## config.mk

```make
export PLATFORM = sky130hd
export DESIGN_NAME = hcsr04_multi_ranger
export DESIGN_NICKNAME = d
export VERILOG_FILES = /design/src/rtl/hcsr04_multi_ranger.sv
export SDC_FILE = /design/constraint.sdc
export NUM_CORES = 1
export LEC_CHECK = 0
export ABC_AREA = 1
export BUFFER_PORTS_ARGS = -buffer_cell sky130_fd_sc_hd__buf_2
export CORE_ASPECT_RATIO = 1.75
export CORE_MARGIN = 2
export CORE_UTILIZATION = 47
export DETAILED_ROUTE_END_ITERATION = 8
export PLACE_DENSITY = 0.64
export SYNTH_ARGS = -nofsm -noshare
export SYNTH_HDL_FRONTEND = slang
export SYNTH_SLANG_ARGS = --single-unit
```

## constraint.sdc

```tcl
create_clock -name clk -period 7.4 [get_ports clk]
set_input_delay 1.11 -clock clk [delete_from_list [all_inputs] [get_ports clk]]
set_output_delay 1.11 -clock clk [all_outputs]
set_load 0.02 [all_outputs]
```

## src/rtl/hcsr04_multi_ranger.sv

```systemverilog
// Round-robin controller for N_CH HC-SR04-class ultrasonic rangers.
// Fires one sensor per slot, measures its echo width and publishes a scaled, saturated distance.
module hcsr04_multi_ranger #(
    parameter int unsigned N_CH          = 4,
    parameter int unsigned CH_W          = 2,
    parameter int unsigned TRIG_CYCLES   = 500,
    parameter int unsigned PERIOD_CYCLES = 3000000,
    parameter int unsigned CNT_W         = 22,
    parameter int unsigned SCALE         = 891,
    parameter int unsigned SHIFT         = 18,
    parameter int unsigned DIST_W        = 12
) (
    input  logic                     clk,
    input  logic                     n_rst,
    input  logic                     en,
    input  logic [N_CH-1:0]          echo_in,
    output logic [N_CH-1:0]          trigger_out,
    output logic [DIST_W-1:0]        dist_data,
    output logic [CH_W-1:0]          dist_ch,
    output logic                     dist_timeout,
    output logic                     dist_valid,
    output logic [N_CH*DIST_W-1:0]   dist_all,
    output logic                     busy
);

    localparam int unsigned PW = CNT_W + 10;
    localparam int unsigned XW = PW + DIST_W;
    localparam logic [CNT_W-1:0] TRIG_LAST = CNT_W'(TRIG_CYCLES - 1);
    localparam logic [CNT_W-1:0] SLOT_LAST = CNT_W'(PERIOD_CYCLES - 1);
    localparam logic [CH_W-1:0]  CH_LAST   = CH_W'(N_CH - 1);
    localparam logic [PW-1:0]    SCALE_P   = PW'(SCALE);

    typedef enum logic [2:0] {
        IDLE,
        TRIG,
        WAIT_RISE,
        MEASURE,
        HOLD
    } state_t;

    state_t                 state_q, state_d;
    logic [CNT_W-1:0]       cnt_q, cnt_d;
    logic [CNT_W-1:0]       w_q, w_d;
    logic [CH_W-1:0]        ch_q, ch_d;
    logic [N_CH-1:0]        echo_meta_q, echo_s_q;
    logic [N_CH-1:0]        trigger_q, trigger_d;
    logic [DIST_W-1:0]      dist_data_q, dist_data_d;
    logic [CH_W-1:0]        dist_ch_q, dist_ch_d;
    logic                   dist_to_q, dist_to_d;
    logic                   dist_valid_q, dist_valid_d;
    logic [N_CH*DIST_W-1:0] dist_all_q, dist_all_d;

    logic                   echo_act;
    logic                   pub_meas, pub_to;
    logic [PW-1:0]          product;
    logic [XW-1:0]          shifted;
    logic [DIST_W-1:0]      meas_dist, pub_val;

    always_ff @(posedge clk or negedge n_rst) begin
        if (!n_rst) begin
            echo_meta_q <= '0;
            echo_s_q    <= '0;
        end else begin
            echo_meta_q <= echo_in;
            echo_s_q    <= echo_meta_q;
        end
    end

    always_comb begin
        echo_act = 1'b0;
        for (int unsigned i = 0; i < N_CH; i++) begin
            if (ch_q == CH_W'(i)) echo_act = echo_s_q[i];
        end
    end

    // Anything at or above 2^DIST_W after the shift saturates to all ones.
    always_comb begin
        product   = PW'(w_q) * SCALE_P;
        shifted   = XW'(product) >> SHIFT;
        meas_dist = (|shifted[XW-1:DIST_W]) ? '1 : shifted[DIST_W-1:0];
    end

    always_comb begin
        state_d  = state_q;
        cnt_d    = cnt_q;
        w_d      = w_q;
        ch_d     = ch_q;
        pub_meas = 1'b0;
        pub_to   = 1'b0;
        if (state_q != IDLE) cnt_d = cnt_q + 1'b1;

        case (state_q)
            IDLE: begin
                if (en) begin
                    cnt_d   = '0;
                    state_d = TRIG;
                end
            end
            TRIG: begin
                if (cnt_q == TRIG_LAST) state_d = WAIT_RISE;
            end
            WAIT_RISE: begin
                if (echo_act) begin
                    w_d     = CNT_W'(1);
                    state_d = MEASURE;
                end
            end
            MEASURE: begin
                if (echo_act) begin
                    w_d = w_q + 1'b1;
                end else begin
                    pub_meas = 1'b1;
                    state_d  = HOLD;
                end
            end
            HOLD: begin
                state_d = HOLD;
            end
            default: state_d = IDLE;
        endcase

        // Slot end overrides the per-state move; a fall seen this same cycle still publishes.
        if (state_q != IDLE && cnt_q == SLOT_LAST) begin
            pub_to  = (state_q == WAIT_RISE) || (state_q == MEASURE && echo_act);
            ch_d    = (ch_q == CH_LAST) ? '0 : ch_q + 1'b1;
            cnt_d   = '0;
            state_d = en ? TRIG : IDLE;
        end
    end

    always_comb begin
        trigger_d    = '0;
        dist_valid_d = pub_meas | pub_to;
        dist_data_d  = dist_data_q;
        dist_ch_d    = dist_ch_q;
        dist_to_d    = dist_to_q;
        dist_all_d   = dist_all_q;
        pub_val      = pub_to ? '1 : meas_dist;

        for (int unsigned i = 0; i < N_CH; i++) begin
            trigger_d[i] = (state_d == TRIG) && (ch_d == CH_W'(i));
        end

        if (dist_valid_d) begin
            dist_data_d = pub_val;
            dist_ch_d   = ch_q;
            dist_to_d   = pub_to;
            for (int unsigned i = 0; i < N_CH; i++) begin
                if (ch_q == CH_W'(i)) dist_all_d[i*DIST_W +: DIST_W] = pub_val;
            end
        end
    end

    always_ff @(posedge clk or negedge n_rst) begin
        if (!n_rst) begin
            state_q      <= IDLE;
            cnt_q        <= '0;
            w_q          <= '0;
            ch_q         <= '0;
            trigger_q    <= '0;
            dist_data_q  <= '0;
            dist_ch_q    <= '0;
            dist_to_q    <= 1'b0;
            dist_valid_q <= 1'b0;
            dist_all_q   <= '0;
        end else begin
            state_q      <= state_d;
            cnt_q        <= cnt_d;
            w_q          <= w_d;
            ch_q         <= ch_d;
            trigger_q    <= trigger_d;
            dist_data_q  <= dist_data_d;
            dist_ch_q    <= dist_ch_d;
            dist_to_q    <= dist_to_d;
            dist_valid_q <= dist_valid_d;
            dist_all_q   <= dist_all_d;
        end
    end

    assign trigger_out  = trigger_q;
    assign dist_data    = dist_data_q;
    assign dist_ch      = dist_ch_q;
    assign dist_timeout = dist_to_q;
    assign dist_valid   = dist_valid_q;
    assign dist_all     = dist_all_q;
    assign busy         = (state_q != IDLE);

endmodule

```

==> results by stage, run 1 <==
Logic synthesis:
- The yosys synthesis warning count is 0.
- Synthesis produced a netlist with a net count of 1741.
- Averaged over all synthesized cells, the footprint is 7.91 um^2.
- After synthesis the netlist holds a flip-flop and latch count of between 100 and 150.
- The post-synthesis instance total is 1512.
- The synthesized area is about 12000 um^2.
- Of the synthesized area, sequential elements account for 26.2%.
- The count of unique library cells instantiated by Yosys is 45.

Min path:
- The worst hold path belongs to the class flop to flop.

STA:
- The time the worst path needs with I/O delays and setup is roughly 6 ns.
- The remaining max-slew budget at the tightest pin is roughly 40%.
- The slew at the pin closest to its max-slew limit is ~0.9 ns.
- The total negative setup slack is 0 ns.
- The final worst hold slack is approximately 0.34 ns.
- The final count of negative-setup-slack endpoints is 0.
- The final clock period utilization by the worst path is about four fifths.
- Setup repair after global routing left no endpoint under its margin.
- Between clock sinks in the finished design, the worst skew comes to approximately 0.013 ns.
- The number of pins with negative max-slew slack in the final report is 0.
- The maximum clock frequency is 168 MHz.
- The number of hold violations in the final report is 0.

Place:
- The HPWL after detailed placement is between 20000 and 30000 um.
- The total of buffers placed on input and output ports is 75.
- The congestion estimate from routability-driven global placement came to approximately 0.93.

Finish:
- The fraction of final layout cells with drive strength greater than 1 is 10.1%.
- The number of antenna repair diodes is 0.
- The area added between synthesis and finish is 9.93%.
- Leaving out fill and tap cells, the most frequent cell in the layout is nand2_1.
- The count of fill cells added during filler insertion is around 2500.
- The top cell types in the final layout, fill and taps aside, are nand2_1, inv_1, dfrtp_1.
- The net count reported at finish is around 1800.
- At the end of the flow the core is filled with cells to 52.3%.

Global route:
- The first global-routing pass estimated 53600 um of wire.
- The initial antenna violation count was 0.
- The via count of the first global-routing pass is 10400.
- Global routing finished with a remaining overflow of 0.
- Entering global routing, the biggest net connects 66 pins.
- In the global route stage, overall resource usage came out at about a quarter.

Routing:
- In this run the remaining antenna-violating nets after routing total 0.
- The detailed router finished its first iteration with around 400 violations.
- In the routed layout, each cell is associated on average with a via count of between 5 and 6.
- The per-cell routed wire length is roughly 17 um.
- The first TritonRoute pass finished after 5 iterations.
- In the routed design, unresolved DRC markers number 0.
- The via total after detailed routing is approximately 9700.
- Wires add up to roughly 32000 um.

Power:
- The leakage power is roughly 8 nW.
- The ratio of total power to cell area is ~130 nW/um^2.
- IR analysis of the VDD net gives a maximum drop of 0.000186 V.
- The total power of the final layout is around 1.7 mW.

Clock tree:
- The clock tree buffer depth is 2.
- The TritonCTS sink count is 125.
- The CTS tree is built.
- Post-CTS repair changed the size of 0 cells.
- The number of setup buffers added after CTS is 0.
- The clock latency reported for the late side of the worst-skew pair is between 0.4 and 0.5 ns.
- The clock transition at the registers of the reported paths is 0.06 ns.
- The root cell of the clock tree is clkbuf_16.
- Buffers inserted during clock tree synthesis total 17.
- The count of hold-fix buffers inserted at cts is 0.
- CTS built an H-tree with a depth of 4.

Worst setup path:
- Grouping stages by cell kind, the critical path spends the most delay in adder cells.
- By startpoint and endpoint, the worst setup path is classified as flop to flop.
- The delay of the slowest critical-path stage is 0.62 ns.
- Counting both buffers and inverters, the worst setup path holds a total of 4.
- Along the worst path, the maximum fanout reaches 12.
- The type of destination of the critical path is a flop.
- Data on the critical path arrives at its endpoint at about 6.3 ns.
- The type of element launching the critical path is a flop.
- Walking the worst path, the cells encountered are fa_1 > inv_1 > fa_1 > inv_1 > fa_1 > fa_1 > inv_1 > fa_1 > inv_1 > ha_1 > a21oi_1 > nand2_1 > a21oi_1 > nor2_1 > nor2_1 > nand2_1 > nand2_1 > nand2_2 > nor2_4 > nand2_2 > nand2_1 > nand2_1.
- For this design, the slowest cell found on the critical path is fa_1.
- The worst path required time is 7.73 ns.

Floorplanning:
- The die height is 215 um.
- The count of standard-cell rows is 77.
- The horizontal extent of the die is between 100 and 150 um.
- The number of I/O pins is 76.
- The area of the die is 26800 um^2.
- Once the floorplan was initialized, standard cells occupied between 40% and 50% of the core.
- The core footprint is roughly 25000 um^2.

Flow run:
- The number of max-cap violations is 0.

Outcome:
- The run finished with clean final reports.
## worst reg2reg max path, stage by stage, from the launching register on
cell and delay [ns]:
dfrtp_1 0.59, fa_1 0.62, inv_1 0.05, fa_1 0.48, inv_1 0.07, fa_1 0.51, fa_1 0.56, inv_1 0.06
fa_1 0.50, inv_1 0.04, ha_1 0.36, a21oi_1 0.31, nand2_1 0.14, a21oi_1 0.21, nor2_1 0.07, nor2_1 0.15
nand2_1 0.07, nand2_1 0.07, nand2_2 0.08, nor2_4 0.54, nand2_2 0.20, nand2_1 0.11, nand2_1 0.05
## cells by family after synthesis
group                      count (synthesis)  share of synthesized area [%]
adders and majority gates                222                           30.1
AOI/OAI and AO/OA                        126                           5.93
and+or+nand+nor                          633                           23.2
DFF                                      125                           26.2
buffers and inverters                    389                           13.4
xor gates and xnor gates                  17                           1.24
## sequential cells by signal, summed over array words and instances (netlist names)
signal / count
ch_q: 2
dist_data: 12
w_q: 22
trigger_out: 4
dist_timeout: 1
echo_meta_q: 4
echo_s_q: 4
cnt_q: 22
dist_all: 48
dist_ch: 2
state_q: 3
dist_valid: 1
## synth_stat cells (all sizes together)
cell type | n | area [um^2]
a211oi | 1 | 7.51
buf | 13 | 166
nor3 | 31 | 183
dfrtp | 125 | 3130
a31o | 1 | 8.76
o21bai | 9 | 67.6
nand3b | 3 | 22.5
a31oi | 7 | 43.8
nor4 | 14 | 87.6
o22ai | 1 | 6.26
nand4 | 16 | 115
xnor2 | 4 | 35.0
nand3 | 34 | 175
xor2 | 13 | 114
o21ai | 39 | 195
a21oi | 55 | 283
clkinv | 6 | 47.5
nand2 | 424 | 1740
nor2 | 108 | 435
o31ai | 6 | 45.0
inv | 368 | 1380
a22oi | 1 | 7.51
fa | 109 | 2180
ha | 113 | 1410
clkbuf | 2 | 7.51
or2 | 3 | 21.3
a21o | 2 | 15.0
o21a | 4 | 30.0
## metal layers
metal	wire length [um]	vias to the layer above	global-route usage [%]	part of all wire, %
li1	-	4739	-	-
met1	11500	4663	26.0	36
met3	943	94	3.36	2.9
met2	17700	215	48.7	55
met5	0	-	0	0
met4	2110	0	15.7	6.5
## area by class of cell
type / instances / area (um^2) / share of cell area, %
inverter: 374 / 1430 / 10.9
tap: 316 / 395 / 3.01
clock buffer: 18 / 439 / 3.34
sequential: 125 / 3130 / 23.8
multi-input combinational: 998 / 7230 / 55.0
clock inverter: 14 / 134 / 1.02
timing repair buffer: 77 / 393 / 2.99
## report_power, final
group,switching [mW],internal (mW)
registers,0.0227,0.706
logic,0.0680,0.0336
clock network,0.358,0.475
## metrics by stage
step	instance area, um^2	setup slack [ns]	instances
6_report	13100	1.46	1922
5_1_grt	13100	1.09	1922
4_1_cts	13100	1.46	1922
3_5_place_dp	12600	1.47	1890
3_3_place_gp	12600	1.51	1890
2_1_floorplan	12000	2.49	1512
## final timing paths
| path | start | endpoint | slack [ns] | cells past startpoint |
|---|---|---|---|---|
| setup / recovery | w_q[12] | dist_data[3] | 1.46 | 22 |
| hold / removal | echo_meta_q[0] | echo_s_q[0] | 0.34 | 0 |
| setup reg to reg | w_q[12] | dist_data[3] | 1.46 | 22 |
| hold reg to reg | echo_meta_q[0] | echo_s_q[0] | 0.34 | 0 |
| max in group asynchronous | n_rst | w_q[12] | 5.21 | 2 |
| min in group asynchronous | n_rst | dist_data[7] | 0.80 | 1 |
No activity file was read; power rests on OpenSTA's default activity.
==> inputs of run 2 (changes only) <==
PLACE_DENSITY = 0.67   (was 0.64)
clock period = 4.85 ns   (was 7.4 ns; I/O delays follow)
==> results by stage, run 2 (synthesized netlist as in run 1, its figures left out) <==
Worst setup path:
- Data on the critical path arrives at its endpoint at roughly 5.3 ns.
- The reg-to-reg setup timing slack is -0.14 ns.
- The largest fanout of any net on the critical path is 6.
- Data on the critical path is required at its endpoint by 5.18 ns.
- In this run the critical register-to-register path is launched from w_q[13].
- The type of destination of the critical path is a flop.
- The worst setup path is launched from a flop.
- The capturing point of the worst reg2reg path is dist_all[2].
- Measured in cells, the most critical reg-to-reg path has a length of 22.
- The setup path with the least slack is of type flop to flop.

STA:
- The final worst hold slack is ~0.26 ns.
- The slew at the pin closest to its max-slew limit is 0.796 ns.
- The number of hold violations in the final report is 0.
- For the finished layout, the period the worst path requires is between 4 and 5 ns.
- The final count of negative-setup-slack endpoints is 60.
- Dividing the final minimum period by the clock period gives 103%.
- Setup repair after global routing could not meet its margin everywhere.
- Across all setup checks in the final design, the least slack found is -0.145 ns.
- Measured against its own limit, the worst slew margin works out to 46.7%.
- Across the routed clock network, the largest skew measured is approximately 0.013 ns.
- For this run, the top clock speed supported by timing is roughly 200 MHz.
- Setup total negative slack on the finished layout was measured at -6.89 ns.
- The number of pins with negative max-slew slack in the final report is 0.

Clock tree:
- The tree built by TritonCTS fans out to 125 sinks.
- Clock-pin slew was measured on the worst setup and hold paths at around 0.060 ns.
- The H-tree generated during clock tree synthesis spans 4 levels.
- The root cell of the clock tree is clkbuf_16.
- The count of hold-fix buffers inserted at cts is 0.
- The TritonCTS buffer count is 17.
- TritonCTS built the clock tree.
- The later pin in the worst-skew pair is clocked with a latency of between 0.4 and 0.5 ns.
- The clock passes through at most 2 buffers.

Global route:
- The global-route congestion overflow total is 0.
- The via count of the first global-routing pass came to roughly 11000.
- The first-pass GRT wire length is 56500 um.
- The overall track demand over capacity in global routing is approximately 27%.
- The initial antenna violation count is 0.
- The largest net degree at the start of global routing is just under 90.

Min path:
- The class of the tightest hold or removal check is primary input to async pin.

Floorplanning:
- Row generation in the floorplan step produced between 70 and 80 rows.
- The total area inside the core boundary comes to 25100 um^2.
- The area of the die is between 20000 and 30000 um^2.
- The initial utilization of the core area, before any placement, comes to 47.6%.
- During I/O placement, the number of pins put on the boundary was 76.
- The horizontal extent of the die is approximately 120 um.
- The die height is 215 um.

Power:
- Summed over all cells, the static leakage comes to roughly 8.7 nW.
- VDD sags by at most approximately 0.00029 V.
- Power spread over the standard cell area amounts to between 150 and 200 nW/um^2.

Finish:
- The area added between synthesis and finish is 26.6%.
- The register with the most flip-flops in the layout has 48 of them.
- Cells with a size suffix above 1 make up 27.0% of the layout.
- The number of antenna repair diodes is 0.
- The utilization after layout is between 60% and 70%.
- Counting the fill cells in the layout gives 2232.
- In the layout the commonest cells are nand2_1, inv_1, buf_4.
- The net count reported at finish is 1983.
- Leaving out fill and tap cells, the most frequent cell in the layout is nand2_1.

Routing:
- The first-pass detailed-route iteration total is 6.
- The routed layout has approximately 11000 vias.
- The per-cell routed wire length is ~17 um.
- In the routed design, unresolved DRC markers number 0.
- After detailed routing, the total wire length is 34900 um.
- The count of nets left with antenna violations once routing finished came out at 0.
- The average vias per placed instance is between 5 and 6.
- The first routing iteration left around 500 violations.

Place:
- Routability-driven placement finished with a final weighted congestion of roughly 0.95.
- The total of buffers placed on input and output ports is 75.
- Detailed placement finished with a half-perimeter wire length of approximately 28000 um.

Outcome:
- The flow ran to the end, but the final reports show violations.
- The final reports fail on negative setup slack.

Flow run:
- Across the run, the number of max-cap violations was 0.
run 2: worst max-delay path by stage:
stage / startpoint / endpoint / slack (ns) / cells after the start
floorplan: w_q[8] / dist_data[2] / 0.004 / 25
finish: w_q[13] / dist_all[2] / -0.14 / 22
detailed placement: w_q[4] / dist_data[3] / -0.45 / 22
global route: w_q[10] / dist_all[5] / -0.33 / 25
global placement: w_q[4] / dist_all[3] / -0.45 / 26
CTS: w_q[11] / dist_all[18] / -0.17 / 25
run 2: layout make-up:
cell class	instances	area, um^2	share of cell area, %
Timing Repair Buffer	238	1690	11.2
Sequential cell	125	3150	20.8
Inverter	374	1430	9.43
Clock inverter	13	133	0.876
Multi-Input combinational cell	998	7910	52.2
Clock buffer	18	439	2.90
Tap cell	316	395	2.61
run 2: where the power goes:
group / internal (mW) / switching (mW) / leakage (nW)
combinational: 0.0526 / 0.104 / 6.77
clock: 0.727 / 0.544 / 0.280
sequential: 1.08 / 0.0345 / 1.68
run 2: what timing repair did:
action / in CTS / in global routing
buffers inserted: 16 / 11
cloned: 1 / 0
setup endpoints to repair: 60 / 60
gates resized for setup: 110 / 74
pin swaps: 65 / 27
run 2: metrics by stage:
step | instance area [um^2] | cells | setup WS [ns] | power, mW
after CTS | 14800 | 2071 | -0.166 | 2.56
after floorplan | 12000 | 1512 | 0.00444 | 1.23
after global placement | 13600 | 2023 | -0.449 | 1.28
after detailed placement | 13600 | 2023 | -0.454 | 1.29
final | 15100 | 2082 | -0.145 | 2.54
after global routing | 15100 | 2082 | -0.329 | 2.62
run 2: layer usage:
metal / GRT usage (%) / share of wire (%)
met1: 26.5 / 34
met2: 50.9 / 54
met3: 3.34 / 3.0
met4: 20.4 / 8.5
met5: 0 / 0
run 2: critical path, stage by stage (launching register included):
cell and delay [ns]:
dfrtp_2 0.46, fa_1 0.56, inv_1 0.05, fa_1 0.47, inv_1 0.05, fa_1 0.45
fa_1 0.57, inv_2 0.06, fa_1 0.52, inv_1 0.07, ha_4 0.30, nand2_4 0.08
nor2_4 0.16, inv_1 0.09, nor3_2 0.19, nand2_2 0.10, nand3_2 0.07, nand2_2 0.07
nor2_4 0.16, clkbuf_16 0.21, nand2_4 0.08, nand2_1 0.07, nand2_1 0.05
==> inputs of run 3 (changes only) <==
clock period = 4.34 ns   (was 4.85 ns; I/O delays follow)
==> results by stage, run 3 (synthesized netlist as in run 1, its figures left out) <==
Floorplanning:
- The die covers ~27000 um^2.
- In this run the vertical extent of the chip is approximately 220 um.
- The total area inside the core boundary comes to ~25000 um^2.
- The initial utilization of the core area, before any placement, comes to 47.6%.
- Measured along the x axis, the die boundary spans 125 um.
- In this run the core area contains 77 standard-cell rows.
- In this run the count of I/O pins placed on the die edge is 76.

Worst setup path:
- The worst flop-to-flop path startpoint is w_q[8].
- The most frequent cell on the critical path is inv_2.
- For the worst setup path, the data arrival time is between 5 and 6 ns.
- The depth of the worst register-to-register path is 26.
- The reg-to-reg setup timing slack is -0.68 ns.
- The critical path class is flop to flop.
- The worst path required time is between 4 and 5 ns.
- In this run the worst path has a maximum fanout of 5.
- STA classifies the critical path startpoint as a flop.
- In this run the critical register-to-register path is captured at dist_all[20].
- The number of buffer and inverter stages on the critical path is 8.
- On the critical path, the stage with the largest delay is an instance of fa_1.
- Grouping stages by cell kind, the critical path spends the most delay in adder cells.
- On the worst path, the slowest cell contributes a delay of roughly 0.51 ns.
- STA classifies the critical path endpoint as a flop.

STA:
- The maximum clock frequency is roughly 200 MHz.
- Measured against its own limit, the worst slew margin works out to between 40 and 50%.
- The number of pins with negative max-slew slack in the final report is 0.
- The final critical path takes up 116% of the cycle.
- The time the worst path needs with I/O delays and setup is 5.02 ns.
- The final count of negative-setup-slack endpoints is 60.
- The final worst hold slack is about 0.31 ns.
- The number of hold violations in the final report is 0.
- Setup repair after global routing could not meet its margin everywhere.
- After layout, the worst setup slack is -0.677 ns.
- At the pin with the least slew margin, the transition time is 0.886 ns.
- The worst-case clock skew is roughly 0.015 ns.

Routing:
- The highest layer touched by signal routing is met4.
- In the final routed layout, each cell accounts on average for ~16 um.
- In the routed design, unresolved DRC markers number 0.
- Detailed routing placed a total of between 15000 and 20000 um of wire on met2.
- For this block, wires on met1 add up to roughly 12000 um.
- After detailed routing, the total wire length is 33400 um.
- The via total after detailed routing is 10400.
- The first routing iteration left between 300 and 400 violations.
- The first-pass detailed-route iteration total is 6.
- Using the TritonRoute via totals, the vias-per-cell ratio works out to around 5.0.
- The final antenna-violating net count is 0.
- The wire length on met3 is approximately 1100 um.

Finish:
- The register with the most flip-flops in the layout has 48 of them.
- The most common library cell in the layout ignoring fill and taps is nand2_1.
- At the end of the flow, the number of nets in the layout was a little under 2000.
- Of the cells placed in the final design, the portion with a size suffix greater than 1 is around a quarter.
- The area of all sequential standard cells is 3150 um^2.
- The area occupied by multi-input gates is a little under 8000 um^2.
- Leaving out fill and tap cells, the most frequent cells in the layout are nand2_1, inv_1, buf_4.
- The count of fill cells added during filler insertion is roughly 2300.
- Cells fill between 50% and 60% of the core in the end.
- The area added between synthesis and finish is 24.8%.
- 0 antenna diodes ended up in the layout.

Outcome:
- The flow ran to the end, but the final reports show violations.
- The final reports fail on negative setup slack.

Global route:
- The largest net degree at the start of global routing is 57.
- The first global-routing pass estimated ~55000 um of wire.
- The initial antenna violation count is 0.
- The overall track demand over capacity in global routing is between 20% and 30%.
- The via count of the first global-routing pass came to approximately 11000.
- Global routing finished with a remaining overflow of 0.

Power:
- Across the VDD grid, the largest voltage drop is around 0.00035 V.
- The share of total power dissipated in combinational logic is under 10%.
- The switching power total is about 0.76 mW.
- The fraction of power consumed by the clock network is roughly 50%.
- In this run switching power makes up a little over a quarter of total power.
- In this run, flip-flops and latches consume a little over two fifths of the power.
- The total internal power is 2.07 mW.
- For this design the ratio of total power to cell area is ~190 nW/um^2.
- The leakage power is slightly below 9 nW.

Clock tree:
- In this run the deepest clock path goes through 2 buffers.
- TritonCTS created 17 clock buffers.
- The TritonCTS sink count is 125.
- For the worst-skew pair, the clock arrives at the later sink with an insertion delay of between 0.4 and 0.5 ns.
- The root cell of the clock tree is clkbuf_16.
- The CTS tree is built.
- The H-tree was split into 4 levels.
- The clock transition at the registers of the reported paths is ~0.070 ns.

Place:
- Port buffering added 75 buffers.
- The congestion estimate from routability-driven global placement came to 0.952.
- The wire-length estimate of the detail-placed layout is 27500 um.

Min path:
- The min-delay analysis places its worst path in the category primary input to async pin.

Flow run:
- The tool flagged a number of max-cap violations equal to 0.
==> run 3: timing repair <==
| action | in CTS | in global routing |
|---|---|---|
| endpoints found under the setup margin | 60 | 60 |
| pin swaps | 2 | 13 |
| gates resized for setup | 7 | 72 |
| gates cloned | 0 | 1 |
| buffers inserted | 1 | 10 |
| hold buffers | 0 | 0 |
==> run 3: how the worst max path moves through the flow <==
stage,startpoint,end,cells past startpoint
2_1_floorplan,w_q[9],dist_data[2],25
3_3_place_gp,w_q[18],dist_all[47],22
3_5_place_dp,w_q[14],dist_all[35],23
4_1_cts,w_q[14],dist_data[11],23
5_1_grt,w_q[8],dist_data[7],26
6_report,w_q[8],dist_all[20],26
==> run 3: area by class of cell <==
cell class                 instances  area share (%)
multi-input combinational        998            51.9
tap                              316            2.65
clock inverter                    14           0.998
sequential                       125            21.1
clock buffer                      18            2.88
timing repair buffer             232            10.9
inverter                         374            9.58
==> run 3: stage by stage <==
step | cell area, um^2 | setup TNS [ns] | power, mW | setup WS [ns] | cells
after floorplan | 12200 | -13.68 | 1.37 | -0.257 | 1512
after global placement | 13900 | -36.41 | 1.43 | -0.629 | 2033
after detailed placement | 13900 | -38.01 | 1.44 | -0.670 | 2033
after CTS | 14600 | -37.77 | 2.86 | -0.666 | 2066
after global routing | 14900 | -51.67 | 2.94 | -0.886 | 2077
final | 14900 | -39.58 | 2.84 | -0.677 | 2077
==> run 3: power by group through the flow <==
stage                     combinational [mW]  sequential (mW)  clock [mW]
after global routing                   0.200             1.25        1.49
after detailed placement               0.177             1.26           0
after floorplan                        0.119             1.26           0
after global placement                 0.171             1.26           0
final                                  0.174             1.24        1.42
after CTS                              0.176             1.24        1.44
==> run 3: metal layers <==
metal | vias up | GRT usage [%]
met3 | 107 | 3.46
met5 | - | 0
met1 | 4982 | 25.8
li1 | 5058 | -
met4 | 0 | 16.8
met2 | 247 | 50.3
